[src/rtl/bufz_bus_pkg.sv]
// -----------------------------------------------------------------------------
// bufz_bus_pkg
// Shared types and constants for the bufz bus drive controller.
//   state_t     : controller states (IDLE, REQ, TURN, DRIVE, HOLD, REL)
//   CNT_W       : width of the TURN/HOLD phase counter
//   TURN_MAX    : largest supported TURN_CYCLES value
//   HOLD_MAX    : largest supported HOLD_CYCLES value
//   phase_load(): value loaded into the phase counter for an N-cycle phase
// -----------------------------------------------------------------------------
package bufz_bus_pkg;

    localparam int CNT_W    = 4;
    localparam int TURN_MAX = 15;
    localparam int HOLD_MAX = 15;

    typedef enum logic [2:0] {
        IDLE  = 3'd0,
        REQ   = 3'd1,
        TURN  = 3'd2,
        DRIVE = 3'd3,
        HOLD  = 3'd4,
        REL   = 3'd5
    } state_t;

    // The counter reaches zero on the last cycle of a phase, so an N-cycle
    // phase is loaded with N-1. Out-of-range requests are clamped.
    function automatic logic [CNT_W-1:0] phase_load(input int cycles, input int lim);
        int c;
        c = (cycles > lim) ? lim : cycles;
        if (c <= 0) begin
            return '0;
        end
        return CNT_W'(c - 1);
    endfunction

endpackage

[src/rtl/bufz_bus_dwncnt.sv]
// -----------------------------------------------------------------------------
// bufz_bus_dwncnt
// Loadable down-counter with zero flag, shared by the TURN and HOLD phases.
// Saturates at zero; never wraps.
// Ports:
//   clk      : rising-edge clock
//   rn       : synchronous active-low reset (clears the count)
//   load     : load load_val this cycle (has priority over dec)
//   load_val : value to load
//   dec      : decrement by one unless already zero
//   cnt      : current count
//   zero     : cnt == 0
// -----------------------------------------------------------------------------
module bufz_bus_dwncnt
    import bufz_bus_pkg::*;
(
    input  logic             clk,
    input  logic             rn,
    input  logic             load,
    input  logic [CNT_W-1:0] load_val,
    input  logic             dec,
    output logic [CNT_W-1:0] cnt,
    output logic             zero
);

    always_ff @(posedge clk) begin
        if (!rn) begin
            cnt <= '0;
        end else if (load) begin
            cnt <= load_val;
        end else if (dec && (cnt != '0)) begin
            cnt <= cnt - CNT_W'(1);
        end
    end

    assign zero = (cnt == '0);

endmodule

[src/rtl/bufz_bus_drive_ctrl.sv]
// -----------------------------------------------------------------------------
// bufz_bus_drive_ctrl
// Controller feeding a bank of bufz tristate drivers. Takes words from a
// valid/ready stream, wins the shared bus from an external arbiter, and
// produces the per-bit data I plus the common enable EN, inserting turnaround
// dead cycles before driving and hold cycles after the last word.
//
// Stream handshake: a word transfers on every rising CLK edge where
// S_VALID && S_READY. S_READY is registered and only high in DRIVE; the
// upstream must hold S_DATA/S_LAST stable while S_VALID is high and not taken.
//
// Optional build macro BUFZ_BUS_DRIVE_CTRL_PARK_EN: when defined, I is forced
// to zero whenever EN is low; otherwise I keeps the last driven word.
//
// Ports:
//   CLK, RN              : clock, synchronous active-low reset
//   S_VALID/S_READY      : upstream word handshake
//   S_DATA, S_LAST       : upstream word and end-of-burst marker
//   BUS_REQ, BUS_GNT     : arbiter request / grant
//   EN, I                : enable and data to the bufz drivers
//   BUSY                 : high outside IDLE
//   dbg_state, dbg_abort : current state and sticky grant-loss flag
// -----------------------------------------------------------------------------
module bufz_bus_drive_ctrl
    import bufz_bus_pkg::*;
#(
    parameter int WIDTH       = 8,
    parameter int TURN_CYCLES = 1,
    parameter int HOLD_CYCLES = 1
) (
    input  logic             CLK,
    input  logic             RN,
    input  logic             S_VALID,
    output logic             S_READY,
    input  logic [WIDTH-1:0] S_DATA,
    input  logic             S_LAST,
    output logic             BUS_REQ,
    input  logic             BUS_GNT,
    output logic             EN,
    output logic [WIDTH-1:0] I,
    output logic             BUSY,
    output state_t           dbg_state,
    output logic             dbg_abort
);

    localparam bit               SKIP_TURN = (TURN_CYCLES <= 0);
    localparam bit               SKIP_HOLD = (HOLD_CYCLES <= 0);
    localparam logic [CNT_W-1:0] TURN_LOAD = phase_load(TURN_CYCLES, TURN_MAX);
    localparam logic [CNT_W-1:0] HOLD_LOAD = phase_load(HOLD_CYCLES, HOLD_MAX);

    state_t           state, state_nx;
    logic             en_q, en_nx;
    logic [WIDTH-1:0] i_q, i_nx;
    logic             req_q, req_nx;
    logic             rdy_q, rdy_nx;
    logic             busy_q, busy_nx;
    logic             abort_q, abort_nx;
    logic             cnt_load, cnt_dec, cnt_zero;
    logic [CNT_W-1:0] cnt_val, cnt;
    logic             hs;

    // rdy_q is only ever high in DRIVE, so this is the DRIVE handshake.
    assign hs = S_VALID && rdy_q;

    bufz_bus_dwncnt u_cnt (
        .clk      (CLK),
        .rn       (RN),
        .load     (cnt_load),
        .load_val (cnt_val),
        .dec      (cnt_dec),
        .cnt      (cnt),
        .zero     (cnt_zero)
    );

    always_comb begin
        state_nx = state;
        en_nx    = en_q;
        i_nx     = i_q;
        abort_nx = abort_q;
        cnt_load = 1'b0;
        cnt_val  = '0;
        cnt_dec  = 1'b0;

        unique case (state)
            IDLE: begin
                en_nx = 1'b0;
                if (S_VALID) begin
                    state_nx = REQ;
                    abort_nx = 1'b0;
                end
            end
            REQ: begin
                en_nx = 1'b0;
                if (BUS_GNT) begin
                    if (SKIP_TURN) begin
                        state_nx = DRIVE;
                    end else begin
                        state_nx = TURN;
                        cnt_load = 1'b1;
                        cnt_val  = TURN_LOAD;
                    end
                end
            end
            TURN: begin
                en_nx = 1'b0;
                if (!BUS_GNT) begin
                    state_nx = REQ;
                end else if (cnt_zero) begin
                    state_nx = DRIVE;
                end else begin
                    cnt_dec = 1'b1;
                end
            end
            DRIVE: begin
                // Grant loss wins over a same-cycle handshake: that word is dropped.
                if (!BUS_GNT) begin
                    state_nx = REL;
                    en_nx    = 1'b0;
                    abort_nx = 1'b1;
                end else if (hs) begin
                    en_nx = 1'b1;
                    i_nx  = S_DATA;
                    if (S_LAST) begin
                        if (SKIP_HOLD) begin
                            state_nx = REL;
                        end else begin
                            state_nx = HOLD;
                            cnt_load = 1'b1;
                            cnt_val  = HOLD_LOAD;
                        end
                    end
                end
            end
            HOLD: begin
                if (!BUS_GNT) begin
                    state_nx = REL;
                    en_nx    = 1'b0;
                    abort_nx = 1'b1;
                end else if (cnt_zero) begin
                    state_nx = REL;
                end else begin
                    cnt_dec = 1'b1;
                end
            end
            REL: begin
                // The last word stays on the bus during REL; EN and BUS_REQ
                // drop together on entry to IDLE.
                en_nx    = 1'b0;
                state_nx = IDLE;
            end
            default: begin
                en_nx    = 1'b0;
                state_nx = IDLE;
            end
        endcase

`ifdef BUFZ_BUS_DRIVE_CTRL_PARK_EN
        if (!en_nx) begin
            i_nx = '0;
        end
`else
        i_nx = i_nx;
`endif

        rdy_nx  = (state_nx == DRIVE);
        req_nx  = (state_nx != IDLE);
        busy_nx = (state_nx != IDLE);
    end

    always_ff @(posedge CLK) begin
        if (!RN) begin
            state   <= IDLE;
            en_q    <= 1'b0;
            i_q     <= '0;
            req_q   <= 1'b0;
            rdy_q   <= 1'b0;
            busy_q  <= 1'b0;
            abort_q <= 1'b0;
        end else begin
            state   <= state_nx;
            en_q    <= en_nx;
            i_q     <= i_nx;
            req_q   <= req_nx;
            rdy_q   <= rdy_nx;
            busy_q  <= busy_nx;
            abort_q <= abort_nx;
        end
    end

    assign EN        = en_q;
    assign I         = i_q;
    assign BUS_REQ   = req_q;
    assign S_READY   = rdy_q;
    assign BUSY      = busy_q;
    assign dbg_state = state;
    assign dbg_abort = abort_q;

endmodule

[config.mk]
export PLATFORM = sky130hd
export DESIGN_NAME = bufz_bus_drive_ctrl
export DESIGN_NICKNAME = d
export VERILOG_FILES = /design/src/rtl/bufz_bus_pkg.sv /design/src/rtl/bufz_bus_dwncnt.sv /design/src/rtl/bufz_bus_drive_ctrl.sv
export SDC_FILE = /design/constraint.sdc
export NUM_CORES = 1
export LEC_CHECK = 0
export ABC_AREA = 0
export CORE_MARGIN = 1
export CORE_UTILIZATION = 43
export DETAILED_ROUTE_END_ITERATION = 10
export MAX_ROUTING_LAYER = met4
export PLACE_DENSITY = 0.89
export SETUP_SLACK_MARGIN = 0.05
export SYNTH_ARGS = -nofsm -noshare
export SYNTH_HDL_FRONTEND = slang
export SYNTH_SLANG_ARGS = --single-unit
export TNS_END_PERCENT = 1
[constraint.sdc]
create_clock -name CLK -period 2.2 [get_ports CLK]
set_input_delay 0.22 -clock CLK [delete_from_list [all_inputs] [get_ports CLK]]
set_output_delay 0.22 -clock CLK [all_outputs]
set_load 0.03 [all_outputs]
After elaboration in Yosys (flattened, before gate mapping):

Cells that the tools add are included.

* flip-flop bits (word level): 19
* bits of input ports: 13
* output and inout bits: 16
* word-level logic and storage cells: 56

* add/sub/neg operators: 1
* equal/unequal tests: 9
* muxes and demuxes: 25
* bitwise gates (word level): 1
* reductions and logical operators: 13

Operator list (number)
* 2-to-1 mux 3 bit: 9
* one-hot mux 3 bit (5 select lines): 1
* 2-to-1 mux 1 bit: 12
* == test 3 x 2 -> 1 bit (second input constant): 3
* != test 2 bit (second input constant): 3
* one-hot mux 1 bit (2 select lines): 3
* AND reduction 3 bit: 2
* OR reduction 2 bit: 3
* logical NOT 4 bit: 1
* nonzero test 4 bit: 1
* subtractor 4 x 1 -> 4 bit (second input constant): 1
* == test 3 x 1 -> 1 bit (second input constant): 1
* == test 3 bit (second input constant): 1
* logical NOT 3 bit: 1
* != test 3 bit (second input constant): 1
* nonzero test 3 bit: 1
* logical AND 1 bit: 2
* AND reduction 2 bit: 1
* nonzero test 2 bit: 1
* inverter 1 bit: 1

Logic depth before layout (Yosys ltp):

* depth in word-level cells: 5
* gate-level depth with buffers: 6
* mapped depth without buffers: 6

Hierarchy:

From an unflattened synthesis, not the netlist that was laid out.

* cells, all modules: 109
* area, all modules: 1004.7 µm²

By module, submodules not included
* bufz_bus_drive_ctrl: instances 1, cells an instance 78, area each 748.2 µm², seq. area each 300.3 µm²
* bufz_bus_dwncnt: instances 1, cells an instance 31, area each 256.5 µm², seq. area each 80.1 µm²

Worst setup path before layout:

Ideal clock, no wire load.

* kind: register -> register
* start: reg state[0], in the netlist dbg_state[0]
* end: reg i_q[0], in the netlist I[0]
* library setup time: 0.128 ns
* data arrival time: 1.575 ns
* data required time: 2.072 ns
* path slack: 0.498 ns
* stages on the path, launching flop included: 6
* buffers on the path: 1
* period minus slack after synthesis: 1.702 ns
* cell sequence: dfxtp_1 -> buf_2 -> nand3b_1 -> nor2_2 -> mux2i_1 -> nor2_1

* word-level cells in the longest chain between the ends: 2

Ends and longest elaborated chain
* from (decl): line bufz_bus_drive_ctrl.sv:51 `state_t state, state_nx;`
* from (signal assigned): line bufz_bus_drive_ctrl.sv:180 `state <= state_nx;`
* == test 3 x 2 -> 1 bit: line bufz_bus_drive_ctrl.sv:84 `unique case (state)`
* AND reduction 3 bit (no line)
* to (signal assigned): line bufz_bus_drive_ctrl.sv:182 `i_q <= i_nx;`
* to (decl): line bufz_bus_drive_ctrl.sv:53 `logic [WIDTH-1:0] i_q, i_nx;`

Every way passes these cells.
A chain may end at the register's enable or synchronous reset.

Worst setup path in the final report:

* start: reg state[0], in the netlist dbg_state[0]
* end: out dbg_state[0]

RTL lines
* to (decl): line bufz_bus_drive_ctrl.sv:42 `output state_t dbg_state,`

No word-level cell between the ends.

==> results.json <==
{
  "min-delay-start": "EN",
  "cts-root-to-sink-buffers": 2,
  "yosysMostFrequentCell": "dfxtp_1",
  "yosysWarningCount": 0,
  "place_worst_setup_slack_ns": 0.499,
  "post_synth_inst_count": 94,
  "grt_pass1_vias": 691,
  "max_cap_violations": 0,
  "ctsHoldBuffers": 0,
  "yosysTopAreaCell": "dfxtp_1",
  "hold_viol_final": 0,
  "finalWorstPathRequiredPeriod_ns": 1.79,
  "setup.worst_path.start": "dbg_state[0]",
  "crit_arrival_ns": 1.57,
  "worstSetupEndpointType": "primary output",
  "clock_sinks": 19,
  "post-cts-setup-buffer-count": 0,
  "fin_setup_tns_ns": 0,
  "period_share": 0.814,
  "netlist_top_cells_area": "dfxtp_1, mux2i_1, nor2_1",
  "worst-r2r-cell-count": 6,
  "critical_path.reg2reg.endpoint": "BUSY",
  "critPathRequiredTime_ns": 1.98,
  "first_iter_violations": 8,
  "core_um2": 1760,
  "via_per_inst": 4.99,
  "cpLargestDelayFamily": "buffers and inverters",
  "post-dp-hpwl_mm": 1.32,
  "count_of_flip_flops_with_a_built_in_enable_after_synthesis": 0,
  "routabilityCongestion": 0.807,
  "postLayoutSetupSlackWorst_ns": 0.410,
  "rrSetupSlack_ns": 0.51,
  "boundaryPins": 29,
  "crit_type": "flop to primary output",
  "power_density_nw_per_um2": 544,
  "synth_sequential_area_ratio": 0.456,
  "drc": 0,
  "syn-num-nets": 108,
  "path_cells": "clkdlybuf4s50_1",
  "initial_core_utilization": 0.473,
  "grt_setup_unrepaired": "false",
  "critical_path_peak_fanout": 12,
  "synth_top_cells_by_count": "dfxtp_1, nor2_1, mux2i_1, nand2_1",
  "dr_total_vias": 733,
  "post_synth.cell_area_avg_um2": 8.88,
  "hp-class": "flop to flop",
  "hold_worst_path_end": "EN",
  "r2r_start": "u_cnt.cnt[0]",
  "design.die.area_um2": 2120,
  "worst_slew_pin_slew_ns": 0.502,
  "timing.slew.headroom": 0.665,
  "area_growth_pct": 38.5,
  "power.static_leakage_nw": 0.429,
  "buffer_ports.inserted": 28,
  "rows": 15,
  "power.ir.vdd_worst_uv": 418,
  "number_of_antenna_violations_at_the_first_check_in_global_routing": 0,
  "min_delay_path_depth": 2,
  "clk-insertion-delay-late_ns": 0.30,
  "synth-seq-cells": 19,
  "htree_num_levels": 1,
  "grt_pass1_wl_mm": 2.91,
  "largest_net_degree_at_the_start_of_global_routing": 13,
  "synth_async_sr_flop_share": 0,
  "synth.cell_area_um2": 835,
  "fp.dieH_um": 46.1,
  "slowest_stage": "clkdlybuf4s50_1",
  "detailedRoute.firstPassIterationCount": 5,
  "grt_remaining_overflow": 0,
  "layout-drive-gt1-share": 0.0738,
  "cts_tree": "yes",
  "highest_clock_rate_mhz": 559,
  "cts_repair_resize_count": 0,
  "synth_cell_types": 29,
  "routed_wirelength_mm": 1.72,
  "grt_usage": 0.201,
  "clkTransAtPathRegs_ns": 0.10,
  "dominantRegCellSynth": "dfxtp_1",
  "clock_skew_ns": 0.00945,
  "routedWlPerCell_um": 11.7,
  "clock_tree.root_cell": "clkbuf_4",
  "worst_setup_path_start_kind": "flop",
  "status": "complete, no violations",
  "path_buf_inv": 1,
  "design.final.nets": 137,
  "cts_made_buffers": 3,
  "timing.final.setup_violations": 0,
  "ant_nets": 0,
  "cp_slowest_stage_delay_ns": 0.74,
  "num_antenna_cells": 0,
  "die_width_um": 46.1,
  "post-synth-top-area-fraction": 0.456,
  "report.final.slew_viol_count": 0
}
==> cells in the final DEF, fill, tap and decap left out, types with 2 or more instances in the layout <==
| master | instances |
|---|---|
| nor2_1 | 17 |
| clkdlybuf4s50_1 | 28 |
| a21oi_1 | 5 |
| mux2i_1 | 9 |
| inv_1 | 5 |
| xnor2_1 | 2 |
| or3b_2 | 2 |
| or3_1 | 2 |
| nor3_1 | 3 |
| clkbuf_4 | 3 |
| o21ai_0 | 3 |
| nand3_1 | 2 |
| nand2_1 | 6 |
| a211oi_1 | 2 |
| dfxtp_1 | 19 |
==> power breakdown <==
group	switching, mW	leakage (nW)	internal (mW)
combinational	0.0453	0.258	0.0462
sequential	0.0101	0.154	0.350
clock	0.109	0.0177	0.0677
total	0.165	0.429	0.464
==> per-stage QoR <==
stage / area, um2 / cells / total power [mW] / util / hold WS (ns)
after detailed placement: 1130 / 143 / 0.460 / 0.640 / 0.484
after CTS: 1160 / 147 / 0.637 / 0.655 / 0.504
after global routing: 1160 / 147 / 0.659 / 0.655 / 0.529
final: 1160 / 147 / 0.629 / 0.655 / 0.504
after global placement: 1130 / 143 / 0.457 / 0.640 / 0.470
after floorplan: 835 / 94 / 0.417 / - / 0.353
==> per-layer routing <==
metal  GRT usage  vias up  routed length (um)
met5           -        -                   0
met4      0.0882        0                  20
met3      0.0392        2                  86
met2       0.307       20                 802
met1       0.255      330                 810
li1            -      381                   -
==> sequential cells by signal, summed over array words and instances, names as in the netlist <==
name / cells
I: 8
u_cnt.cnt: 4
dbg_state: 3
BUSY: 1
EN: 1
S_READY: 1
dbg_abort: 1
==> worst max-delay path by stage <==
| stage | end | slack [ns] | depth (start not counted) |
|---|---|---|---|
| CTS | dbg_state[0] | 0.40 | 1 |
| detailed placement | I[4] | 0.50 | 5 |
| global route | dbg_state[0] | 0.33 | 1 |
| floorplan | I[0] | 0.50 | 5 |
| finish | dbg_state[0] | 0.41 | 1 |
| global placement | I[6] | 0.54 | 5 |
==> logic make-up (layout without fill, tap and decap cells) <==
kind of cell               after synthesis  in the layout  share of synthesized area
and+or+nand+nor                         40             40                      0.250
DFF                                     19             19                      0.456
AOI/OAI and AO/OA                       13             13                     0.0974
buffers and inverters                   10             38                     0.0525
muxes                                    9              9                      0.108
xor gates and xnor gates                 2              2                     0.0210
adders and majority gates                1              1                     0.0150
==> final cells by class <==
cell class | count | area, um2
clock buffers | 3 | 22.5
clock inverters | 1 | 5.00
fillers | 160 | 608
inverters | 5 | 18.8
multi-input cells | 65 | 410
flip-flops and latches | 19 | 380
well taps | 25 | 31.3
repair buffers | 29 | 288
Power figures use the tool's default switching activity.
